===== src/rtl/alu_issue_ctrl.sv =====
// Multi-cycle issue controller for the datapath ALU: captures one RV32I instruction,
// decodes ALU controls, samples the ALU result/flags and reports write-back status.
module alu_issue_ctrl #(
  parameter int DATA_W = 32
) (
  input  logic              CLK,
  input  logic              RESET,
  input  logic [31:0]       INSTR,
  input  logic              INSTR_VALID,
  output logic              INSTR_READY,
  output logic [3:0]        ALUSel,
  output logic [1:0]        A_SEL,
  output logic              B_SEL,
  input  logic [DATA_W-1:0] ALU_OUT,
  input  logic              ZERO_FLAG,
  input  logic              NEG_FLAG,
  output logic [DATA_W-1:0] RESULT,
  output logic              REG_WEN,
  output logic              BR_TAKEN,
  output logic              ILLEGAL,
  output logic              DONE
);

  localparam logic [3:0] OP_ADD  = 4'd0;
  localparam logic [3:0] OP_SUB  = 4'd1;
  localparam logic [3:0] OP_SLL  = 4'd2;
  localparam logic [3:0] OP_SLT  = 4'd3;
  localparam logic [3:0] OP_SLTU = 4'd4;
  localparam logic [3:0] OP_XOR  = 4'd5;
  localparam logic [3:0] OP_SRL  = 4'd6;
  localparam logic [3:0] OP_SRA  = 4'd7;
  localparam logic [3:0] OP_OR   = 4'd8;
  localparam logic [3:0] OP_AND  = 4'd9;

  localparam logic [6:0] F7_BASE = 7'b0000000;
  localparam logic [6:0] F7_ALT  = 7'b0100000;

  typedef enum logic [1:0] {IDLE, DECODE, EXEC, WB} state_t;

  // taken_nz: branch is taken when the ALU result is non-zero (else when zero)
  typedef struct packed {
    logic       legal;
    logic [3:0] op;
    logic [1:0] asel;
    logic       bsel;
    logic       wen;
    logic       br;
    logic       taken_nz;
  } dec_t;

  function automatic logic [3:0] f3_op(input logic [2:0] f3);
    logic [3:0] op;
    case (f3)
      3'b000:  op = OP_ADD;
      3'b001:  op = OP_SLL;
      3'b010:  op = OP_SLT;
      3'b011:  op = OP_SLTU;
      3'b100:  op = OP_XOR;
      3'b101:  op = OP_SRL;
      3'b110:  op = OP_OR;
      default: op = OP_AND;
    endcase
    return op;
  endfunction

  function automatic dec_t decode(input logic [6:0] opc, input logic [2:0] f3,
                                  input logic [6:0] f7);
    dec_t d;
    d       = '0;
    d.legal = 1'b1;
    case (opc)
      7'b0110011: begin
        d.wen = 1'b1;
        d.op  = f3_op(f3);
        if (f7 == F7_ALT) begin
          if (f3 == 3'b000)      d.op = OP_SUB;
          else if (f3 == 3'b101) d.op = OP_SRA;
          else                   d.legal = 1'b0;
        end else if (f7 != F7_BASE) begin
          d.legal = 1'b0;
        end
      end
      7'b0010011: begin
        d.wen  = 1'b1;
        d.bsel = 1'b1;
        d.op   = f3_op(f3);
        if (f3 == 3'b001 && f7 != F7_BASE) d.legal = 1'b0;
        if (f3 == 3'b101) begin
          if (f7 == F7_ALT)        d.op = OP_SRA;
          else if (f7 != F7_BASE)  d.legal = 1'b0;
        end
      end
      7'b0110111: begin
        d.wen  = 1'b1;
        d.bsel = 1'b1;
        d.asel = 2'd2;
      end
      7'b0010111: begin
        d.wen  = 1'b1;
        d.bsel = 1'b1;
        d.asel = 2'd1;
      end
      7'b1100011: begin
        d.br = 1'b1;
        case (f3)
          3'b000:  d.op = OP_SUB;
          3'b001:  begin d.op = OP_SUB;  d.taken_nz = 1'b1; end
          3'b100:  begin d.op = OP_SLT;  d.taken_nz = 1'b1; end
          3'b101:  d.op = OP_SLT;
          3'b110:  begin d.op = OP_SLTU; d.taken_nz = 1'b1; end
          3'b111:  d.op = OP_SLTU;
          default: d.legal = 1'b0;
        endcase
      end
      default: d.legal = 1'b0;
    endcase
    if (!d.legal) d = '0;
    return d;
  endfunction

  state_t            state;
  logic [6:0]        opc_r;
  logic [2:0]        f3_r;
  logic [6:0]        f7_r;
  dec_t              dec;
  logic [3:0]        alusel_r;
  logic [1:0]        asel_r;
  logic              bsel_r;
  logic              wen_r;
  logic              br_r;
  logic              nz_r;
  logic              zero_r;
  logic              ill_r;
  logic              done_r;
  logic [DATA_W-1:0] res_r;
  logic              unused_bits;

  assign dec         = decode(opc_r, f3_r, f7_r);
  assign unused_bits = ^{NEG_FLAG, INSTR[24:15], INSTR[11:7]};

  always_ff @(posedge CLK) begin
    if (RESET) begin
      state    <= IDLE;
      alusel_r <= '0;
      asel_r   <= '0;
      bsel_r   <= 1'b0;
      wen_r    <= 1'b0;
      br_r     <= 1'b0;
      ill_r    <= 1'b0;
      done_r   <= 1'b0;
      res_r    <= '0;
    end else begin
      case (state)
        IDLE: if (INSTR_VALID) state <= DECODE;
        DECODE: begin
          alusel_r <= dec.op;
          asel_r   <= dec.asel;
          bsel_r   <= dec.bsel;
          wen_r    <= dec.wen;
          br_r     <= dec.br;
          if (dec.legal) begin
            state <= EXEC;
          end else begin
            ill_r  <= 1'b1;
            done_r <= 1'b1;
            state  <= WB;
          end
        end
        EXEC: begin
          res_r  <= ALU_OUT;
          done_r <= 1'b1;
          state  <= WB;
        end
        default: begin
          alusel_r <= '0;
          asel_r   <= '0;
          bsel_r   <= 1'b0;
          wen_r    <= 1'b0;
          br_r     <= 1'b0;
          ill_r    <= 1'b0;
          done_r   <= 1'b0;
          state    <= IDLE;
        end
      endcase
    end
  end

  // Instruction fields and flag snapshot carry no reset; control above gates their use
  always_ff @(posedge CLK) begin
    if (state == IDLE && INSTR_VALID) begin
      opc_r <= INSTR[6:0];
      f3_r  <= INSTR[14:12];
      f7_r  <= INSTR[31:25];
    end
    if (state == DECODE) nz_r   <= dec.taken_nz;
    if (state == EXEC)   zero_r <= ZERO_FLAG;
  end

  assign INSTR_READY = (state == IDLE) & ~RESET;
  assign ALUSel      = RESET ? 4'd0 : alusel_r;
  assign A_SEL       = RESET ? 2'd0 : asel_r;
  assign B_SEL       = bsel_r & ~RESET;
  assign RESULT      = RESET ? '0 : res_r;
  assign DONE        = done_r & ~RESET;
  assign REG_WEN     = done_r & wen_r & ~RESET;
  assign BR_TAKEN    = done_r & br_r & (zero_r ^ nz_r) & ~RESET;
  assign ILLEGAL     = done_r & ill_r & ~RESET;

endmodule


===== config.mk =====
export PLATFORM = sky130hd
export DESIGN_NAME = alu_issue_ctrl
export DESIGN_NICKNAME = d
export VERILOG_FILES = /design/src/rtl/alu_issue_ctrl.sv
export SDC_FILE = /design/constraint.sdc
export NUM_CORES = 1
export LEC_CHECK = 0
export ABC_CLOCK_PERIOD_IN_PS = 4800
export BUFFER_PORTS_ARGS = -buffer_cell sky130_fd_sc_hd__buf_2
export CELL_PAD_IN_SITES_DETAIL_PLACEMENT = 2
export CELL_PAD_IN_SITES_GLOBAL_PLACEMENT = 2
export CORE_MARGIN = 10
export CORE_UTILIZATION = 31
export DETAILED_ROUTE_END_ITERATION = 10
export PLACE_DENSITY = 0.87
export SLEW_MARGIN = 15
export SYNTH_ARGS = -nofsm -noshare
export SYNTH_HDL_FRONTEND = slang
export SYNTH_SLANG_ARGS = --single-unit

===== constraint.sdc =====
create_clock -name CLK -period 4.8 [get_ports CLK]
set_input_delay 0.96 -clock CLK [delete_from_list [all_inputs] [get_ports CLK]]
set_output_delay 0.96 -clock CLK [all_outputs]
set_load 0.005 [all_outputs]

Word-level counts from Yosys, hierarchy flattened
Cells that the tools add are included.

operators by class
  reductions and logical operators = 17
  muxes and demuxes = 37
  bitwise operators = 14
  eq/ne operators = 17

operator list
  kind                                            number
  2-to-1 mux 32 bit                               1
  case mux 4 bit (7 select lines)                 1
  == test 7 x 6 -> 1 bit (second input constant)  3
  2-to-1 mux 4 bit                                5
  == test 7 x 5 -> 1 bit (second input constant)  2
  2-to-1 mux 1 bit                                13
  == test 3 bit (second input constant)           4
  case mux 4 bit (3 select lines)                 1
  2-to-1 mux 11 bit                               1
  AND 1 bit                                       10
  OR reduction 2 bit                              5
  case mux 3 bit (3 select lines)                 1
  case mux 1 bit (2 select lines)                 4
  case mux 2 bit (2 select lines)                 2
  case mux 4 bit (2 select lines)                 1
  == test 7 bit (second input constant)           1
  nonzero test 7 bit                              1
  == test 3 x 2 -> 1 bit (second input constant)  2
  2-to-1 mux 2 bit                                3
  case mux 2 bit (3 select lines)                 1
  AND reduction 2 bit                             3
  OR reduction 3 bit                              2
  OR reduction 6 bit                              1
  2-to-1 mux 5 bit                                1
  12 further kinds                                16

word-level totals
  bits of input ports = 69
  output and inout port bits = 44
  bits in registers = 64

Depth between registers and ports, before layout
Gate-level depths: netlist of run 1.

  depth after elaboration = 10
  mapped depth = 7
  depth with buffers taken out = 7

Worst setup path before layout of run 1
Ideal clock, no wire load.

  path type = input to output
  start point = in RESET
  end point = out ALUSel[0]
  setup slack = 2.248 ns
  buffers on the path = 2
  stages on the path = 3
  data required time = 3.840 ns
  arrival time = 1.592 ns
  path through = clkbuf_1 -> clkbuf_1 -> nor2b_1

between the ends
  word-level cells in the longest chain between the ends = 1

ends and longest elaborated chain
  what              RTL line  RTL
  start, declared   7         input logic RESET,
  2-to-1 mux 4 bit  200       assign ALUSel = RESET ? 4'd0 : alusel_r;
  end, declared     11        output logic [3:0] ALUSel,

Every way passes these cells.

Worst setup path after layout of run 1
  start point = in RESET
  end point = out RESULT[12]

between the ends
  word-level cells in the longest chain between the ends = 1

ends and longest elaborated chain
  what               RTL line  RTL
  2-to-1 mux 32 bit  203       assign RESULT = RESET ? '0 : res_r;
  end, declared      17        output logic [DATA_W-1:0] RESULT,

Every way passes these cells.

==> results of run 1 <==
==> cells in the mapped netlist (all sizes together), types with 2 or more instances <==
master   n  share of area [%]
a21oi    8                1.4
a22oi    2               0.52
a311oi   2               0.61
a41oi    2               0.87
and2     5                1.1
clkbuf  17                2.2
dfxtp   45                 31
edfxtp  19                 20
ha       4                1.7
inv      3               0.39
mux2i   33                 12
nand2   13                1.7
nand4    2               0.44
nor2    40                5.2
nor2b   49                 11
nor3     5               0.87
nor3b    2               0.92
o22a     2               0.61
o31ai    4                1.0
o32a     2               0.70
or2      2               0.44
or4      3               0.92
==> per-stage QoR <==
stage | total power, µW | setup WS [ns]
finish | 1770 | 1.64
detailed placement | 1270 | 1.61
floorplan | 1100 | 2.25
global route | 1890 | 1.51
CTS | 1800 | 1.61
global placement | 1230 | 1.67
==> critical path, stage by stage <==
cell	delay, ns
buf_2	0.53
buf_4	0.45
nor2b_1	0.10
buf_2	0.15
==> cell type report <==
cell class                      count  share of cell area (%)
Sequential cell                    64                    40.2
Multi-Input combinational cell    196                    36.1
Timing Repair Buffer               98                    13.5
Tap cell                          111                    3.79
Clock buffer                        9                    3.38
Clock inverter                      7                    2.63
Inverter                            3                   0.308
Antenna cell                        1                  0.0684
==> routing by layer <==
layer	vias to the layer above	GRT usage, %	share of wire [%]
met4	0	4.25	1.1
met3	8	4.52	7.1
met1	1117	12.4	39
met5	-	0	0
met2	56	22.6	52
li1	1148	-	-
==> registers in the layout, summed over array words and instances, names as in the netlist, 2 cells and up <==
name      flops
f3_r          3
asel_r        2
alusel_r      4
res_r        32
f7_r          7
opc_r         7
state         2
==> worst max path at each step <==
stage	startpoint	to	slack, ns	depth (start not counted)
finish	RESET	RESULT[12]	1.64	4
global route	RESET	RESULT[16]	1.51	4
CTS	RESET	RESULT[12]	1.61	4
detailed placement	RESET	RESULT[12]	1.61	4
global placement	RESET	RESULT[12]	1.67	4
floorplan	RESET	ALUSel[0]	2.25	3
==> cells by family (layout without fill, tap and decap cells) <==
logic type / count (synthesis) / count (layout)
and+or+nand+nor: 129 / 129
buffers and inverters: 21 / 117
other: 0 / 1
muxes: 34 / 34
AOI/OAI and AO/OA: 28 / 28
xor gates and xnor gates: 1 / 1
DFF: 64 / 64
adders and majority gates: 4 / 4
==> power by group through the flow <==
stage,registers (µW),clock network [µW],logic (µW)
6_report,748,518,500
5_1_grt,765,565,561
4_1_cts,750,538,516
3_5_place_dp,760,0,511
3_3_place_gp,749,0,482
2_1_floorplan,725,0,379
==> reports/results.txt, run 1 <==
Worst Max-Slew Pin Slew: 1.13 ns
CTS tree: yes
Multi-input gate area: 1320 µm²
IO Count: 113
WHS: 0.455 ns
first-pass GRT wire length: 13000 µm
Clock Power Share: 29.3%
Synth Area in Simple Gates: 24.4%
H-tree Lvls: 3
DIE HEIGHT: 116 µm
mux cell area share after synthesis: 11.9%
hold_sp: alusel_r[3]
Non-Filler Cell Area, Final: 3660 µm²
die width: 116 µm
static leakage: 0.00152 µW
synth warn: 0
worst r2r path cells: 5
fin. max-slew vios: 0
max-cap viol count: 0
adder-cell share of the synthesized area: 1.75%
compound-cell area share of the yosys netlist: 7.59%
Int Power: 1200 µW
Reg2Reg Setup Slack: 2.38 ns
unrepaired setup endpoints after global routing: no
VDD IR max: 0.000190 V
Synth Area per Inst: 10.2 µm²
Routed WL per cell: 17.0 µm
Reg power frac: 42.4%
Final setup viols: 0
final antenna-violating net count: 0
GRT Util Overall: 12.2%
crit end category: output pin
CTS Sinks: 64
site row count: 35
RD Place Congestion: 0.762
placed cells: 472
critical path launch point type: input port
number of global-route vias before repair: 2577
CTS Hold Bufs: 0
CP Class: input port to output pin
largest family of logic cells by synthesized area: simple AND/OR/NAND/NOR gates
Rel. slew slack: 24.9%
Hold Crit Class: register to register
Core Area: 9110 µm²
Clock Skews: 0.00866 ns
Remaining Overflow, GRT: 0
Initial Util: 31.5%
synthesis-to-layout area growth: 27.6%
worst path arrival time: 2.20 ns
FILL cells: 1011
Die ar.: 13500 µm²
Synth Area in XOR/XNOR: 0.305%
DR vias: 2329
Final min period: 3.16 ns
commonest non-fill, non-tap cell in the layout: buf_2
largest net degree at the start of global routing: 39
Sw Share: 32.2%
Cell variety after synth: 43
CTS Root Cell: clkbuf_8
ys async rst share: 0%
Psw: 569 µW
initial antenna violation count: 1
post-synthesis sequential area ratio: 51.3%
Area after DPL: 3440 µm²
clock latency on the worst-skew pair: 0.34 ns
Syn Nets: 354
status: finished, final reports clean
CTS resizes: 0
power per cell area: 483 nW/µm²
setup bufs post-CTS: 0
TritonCTS Buffers: 9
Clock transition at path regs: 0.07 ns
FF+latch count, synth: 64
total wire length: 8310 µm
share of layout cells above drive strength 1: 32.1%
commonest non-fill, non-tap cells in the layout: buf_2 (96), nor2b_1 (49), dfxtp_1 (45), nor2_1 (40), mux2i_1 (33)
Hold Path Depth: 2
Fin. Hold Viols: 0
Detailed Route Iter0 Violations: 47
RR Endpoint: alusel_r[3]
mapped cell area: 2870 µm²
Worst EP required: 3.84 ns
DP Wirelength: 6250 µm
Clock Path Buffers: 2
Port-buffer cells: 96
number of standard cells in the layout, taps in and fillers out: 489
Hold EP: alusel_r[3]
Critical R2R Launch: state[0]
largest fanout on the critical path: 38
Layout Nets: 445
Fmax: 316 MHz
final core utilization: 40.2%
Tcrit/Tclk final: 65.9%
combinational group share of total power: 28.3%
drt drc: 0
First-pass DRT Iterations: 4
EDFF count, synth: 19
Synth Instances: 281
setup TNS: 0 ns
Main synth FF type: dfxtp_1
Reg area: 1470 µm²
drt via density: 4.76
(Power assumes the default switching activity.)
==> run 2, diff against run 1 <==
Settings changed: ABC_AREA set to 1, ABC_CLOCK_PERIOD_IN_PS 4800 to 3200, CORE_UTILIZATION 31 to 26, PLACE_DENSITY 0.87 to 0.81.
Clock period 4.8 ns to 3.2 ns, I/O delays scaled along.
==> reports/results.txt, run 2 <==
Cell variety after synth: 27 (-37%)
drt drc: 0 (unchanged)
unrepaired setup endpoints after global routing: no
Syn Nets: 442 (+25%)
combinational group share of total power: 31.1% (+2.8 points)
critical path launch point type: register
Detailed Route Iter0 Violations: 101 (+110%)
Synth Instances: 369 (+31%)
clock latency on the worst-skew pair: 0.34 ns (about the same)
DP Wirelength: 6770 µm (+8.3%)
Clock transition at path regs: 0.07 ns (about the same)
post-synth top area share: 31.4% (about the same)
GRT Util Overall: 11.4% (-0.86 points)
WHS: 0.462 ns (+0.00681 ns)
Remaining Overflow, GRT: 0 (unchanged)
commonest non-fill, non-tap cell in the layout: buf_2
max FFs per register: 32 (unchanged)
largest fanout on the critical path: 35 (-7.9%)
CTS resizes: 0 (unchanged)
Clock Skews: 0.00620 ns (-0.00246 ns)
mapped cell area: 2870 µm² (about the same)
die width: 125 µm (+7.6%)
Post-synth top cells: inv_1 (61), nor2_1 (60), nand2_1 (51)
site row count: 38 (+8.6%)
ys async rst share: 0% (unchanged)
First-pass DRT Iterations: 4 (unchanged)
Main synth FF type: dfxtp_1
CTS tree: yes
Reg power frac: 44.5% (+2.1 points)
VDD IR max: 0.000294 V (+55%)
CTS Root Cell: clkbuf_8
RD Place Congestion: 0.740 (-2.9%)
total wire length: 8930 µm (+7.5%)
Routed WL per cell: 14.7 µm (-13%)
Worst EP required: 3.42 ns (-0.42 ns)
worst path arrival time: 2.37 ns (+0.17 ns)
power per cell area: 713 nW/µm² (+48%)
Psw: 946 µW (+66%)
Critical Path Max Stage Delay: 0.60 ns (+0.07 ns)
share of layout cells above drive strength 1: 27.0% (-5.1 points)
Die ar.: 15600 µm² (+16%)
FILL cells: 1253 (+24%)
first-pass GRT wire length: 14800 µm (+14%)
DIE HEIGHT: 125 µm (+7.6%)
post-synthesis sequential area ratio: 51.4% (about the same)
crit end category: register
Clock Power Share: 24.4% (-4.9 points)
TritonCTS Buffers: 9 (unchanged)
max-cap viol count: 0 (unchanged)
final antenna-violating net count: 0 (unchanged)
synth warn: 0 (unchanged)
IO Count: 113 (unchanged)
Layout Nets: 535 (+20%)
initial antenna violation count: 0 (-1)
EDFF count, synth: 19 (unchanged)
area leader, netlist: dfxtp_1
Rel. slew slack: 33.8% (+8.8 points)
Sw Share: 36.2% (+4.0 points)
largest net degree at the start of global routing: 50 (+28%)
FF+latch count, synth: 64 (unchanged)
CP max stage cell: clkinv_1
CTS Sinks: 64 (unchanged)
Clock Path Buffers: 2 (unchanged)
Tcrit/Tclk final: 67.2%
DR vias: 2694 (+16%)
CP Class: register to register
H-tree Lvls: 3 (unchanged)
drt via density: 4.44 (-6.8%)
Fmax: 465 MHz
Initial Util: 26.5% (-4.9 points)
setup bufs post-CTS: 0 (unchanged)
Synth Area per Inst: 7.76 µm² (-24%)
Final setup viols: 0 (unchanged)
critical path's top delay family: buffers and inverters
Worst Max-Slew Pin Slew: 0.993 ns (-0.133 ns)
top cells by area, synth: dfxtp_1 (31%), edfxtp_1 (20%), inv_1 (8.0%)
Buf+Inv Stages, Crit Path: 3 (unchanged)
Port-buffer cells: 96 (unchanged)
CP cell instances: inv_1, ha_1, clkinv_1, buf_4, o21ai_0, a21oi_1
Int Power: 1660 µW (+39%)
Fin. Hold Viols: 0 (unchanged)
setup TNS: 0 ns (unchanged)
Biggest register: res_r
Final min period: 2.15 ns
static leakage: 0.00169 µW (+11%)
commonest non-fill, non-tap cells in the layout: buf_2 (96), inv_1 (61), nor2_1 (60), nand2_1 (51), dfxtp_1 (45)
number of global-route vias before repair: 2883 (+12%)
fin. max-slew vios: 0 (unchanged)
Regs by FF count: res_r x32, f7_r x7, opc_r x7
status: finished, final reports clean
Hold Crit Class: register to register
Core Area: 10800 µm² (+18%)
synthesis-to-layout area growth: 27.7% (about the same)
CTS Hold Bufs: 0 (unchanged)
Diodes inserted: 0 (-1)
most numerous cell in the Yosys netlist: inv_1
run 2: cell count changes after synthesis, moves of 6 or more:
cell,before,now
nand2_1,13,51
a21oi_1,8,42
nor2_1,40,60
nand3_1,0,6
nor2b_1,49,0
o21ai_0,1,36
mux2i_1,33,0
inv_1,3,61
run 2: layer usage:
metal	GRT usage, %	part of all wire, %
met1	12.8	43
met2	19.7	50
met3	3.51	4.7
met4	4.40	1.5
met5	0	0
run 2: worst register-to-register path: stages (launching register included):
cell	delay, ns
dfxtp_1	0.35
inv_1	0.09
ha_1	0.23
clkinv_1	0.60
buf_4	0.49
o21ai_0	0.22
a21oi_1	0.06
run 2: final cells by class:
class | instances | area (µm²) | share of cell area (%)
clock buffers | 13 | 160 | 4.38
well taps | 140 | 175 | 4.79
multi-input cells | 225 | 1090 | 29.8
clock inverters | 3 | 15.0 | 0.410
inverters | 64 | 240 | 6.56
flip-flops and latches | 64 | 1470 | 40.2
repair buffers | 98 | 508 | 13.9
run 2: path summary, 6_finish.rpt:
check                  from         to  slack (ns)  cells past startpoint
setup / recovery   state[0]   res_r[4]        1.05                      6
hold / removal    res_r[13]  res_r[13]        0.46                      2
setup reg to reg   state[0]   res_r[4]        1.05                      6
hold reg to reg   res_r[13]  res_r[13]        0.46                      2
run 2: power groups by stage:
stage	Sequential, µW	Clock (µW)	Combinational, µW
floorplan	1150	0	568
global placement	1170	0	778
detailed placement	1180	0	826
CTS	1170	664	836
global route	1190	703	946
finish	1160	636	812
run 2: cell families (layout without fill, tap and decap cells):
kind of cell	after synthesis	after routing	synth area share (%)
and+or+nand+nor	135	135	21.0
AOI/OAI and AO/OA	85	85	15.0
buffers and inverters	80	178	10.6
DFF	64	64	51.4
adders and majority gates	4	4	1.75
xor gates and xnor gates	1	1	0.306
run 2: stage by stage:
step	power, µW	area (µm²)	worst slack, ns	util (%)	instances
4_1_cts	2670	3660	1.05	33.9	607
3_5_place_dp	2010	3480	0.880	32.3	591
3_3_place_gp	1950	3480	1.00	32.3	591
2_1_floorplan	1720	2870	1.29	-	369
5_1_grt	2840	3660	0.788	33.9	607
6_report	2610	3660	1.05	33.9	607
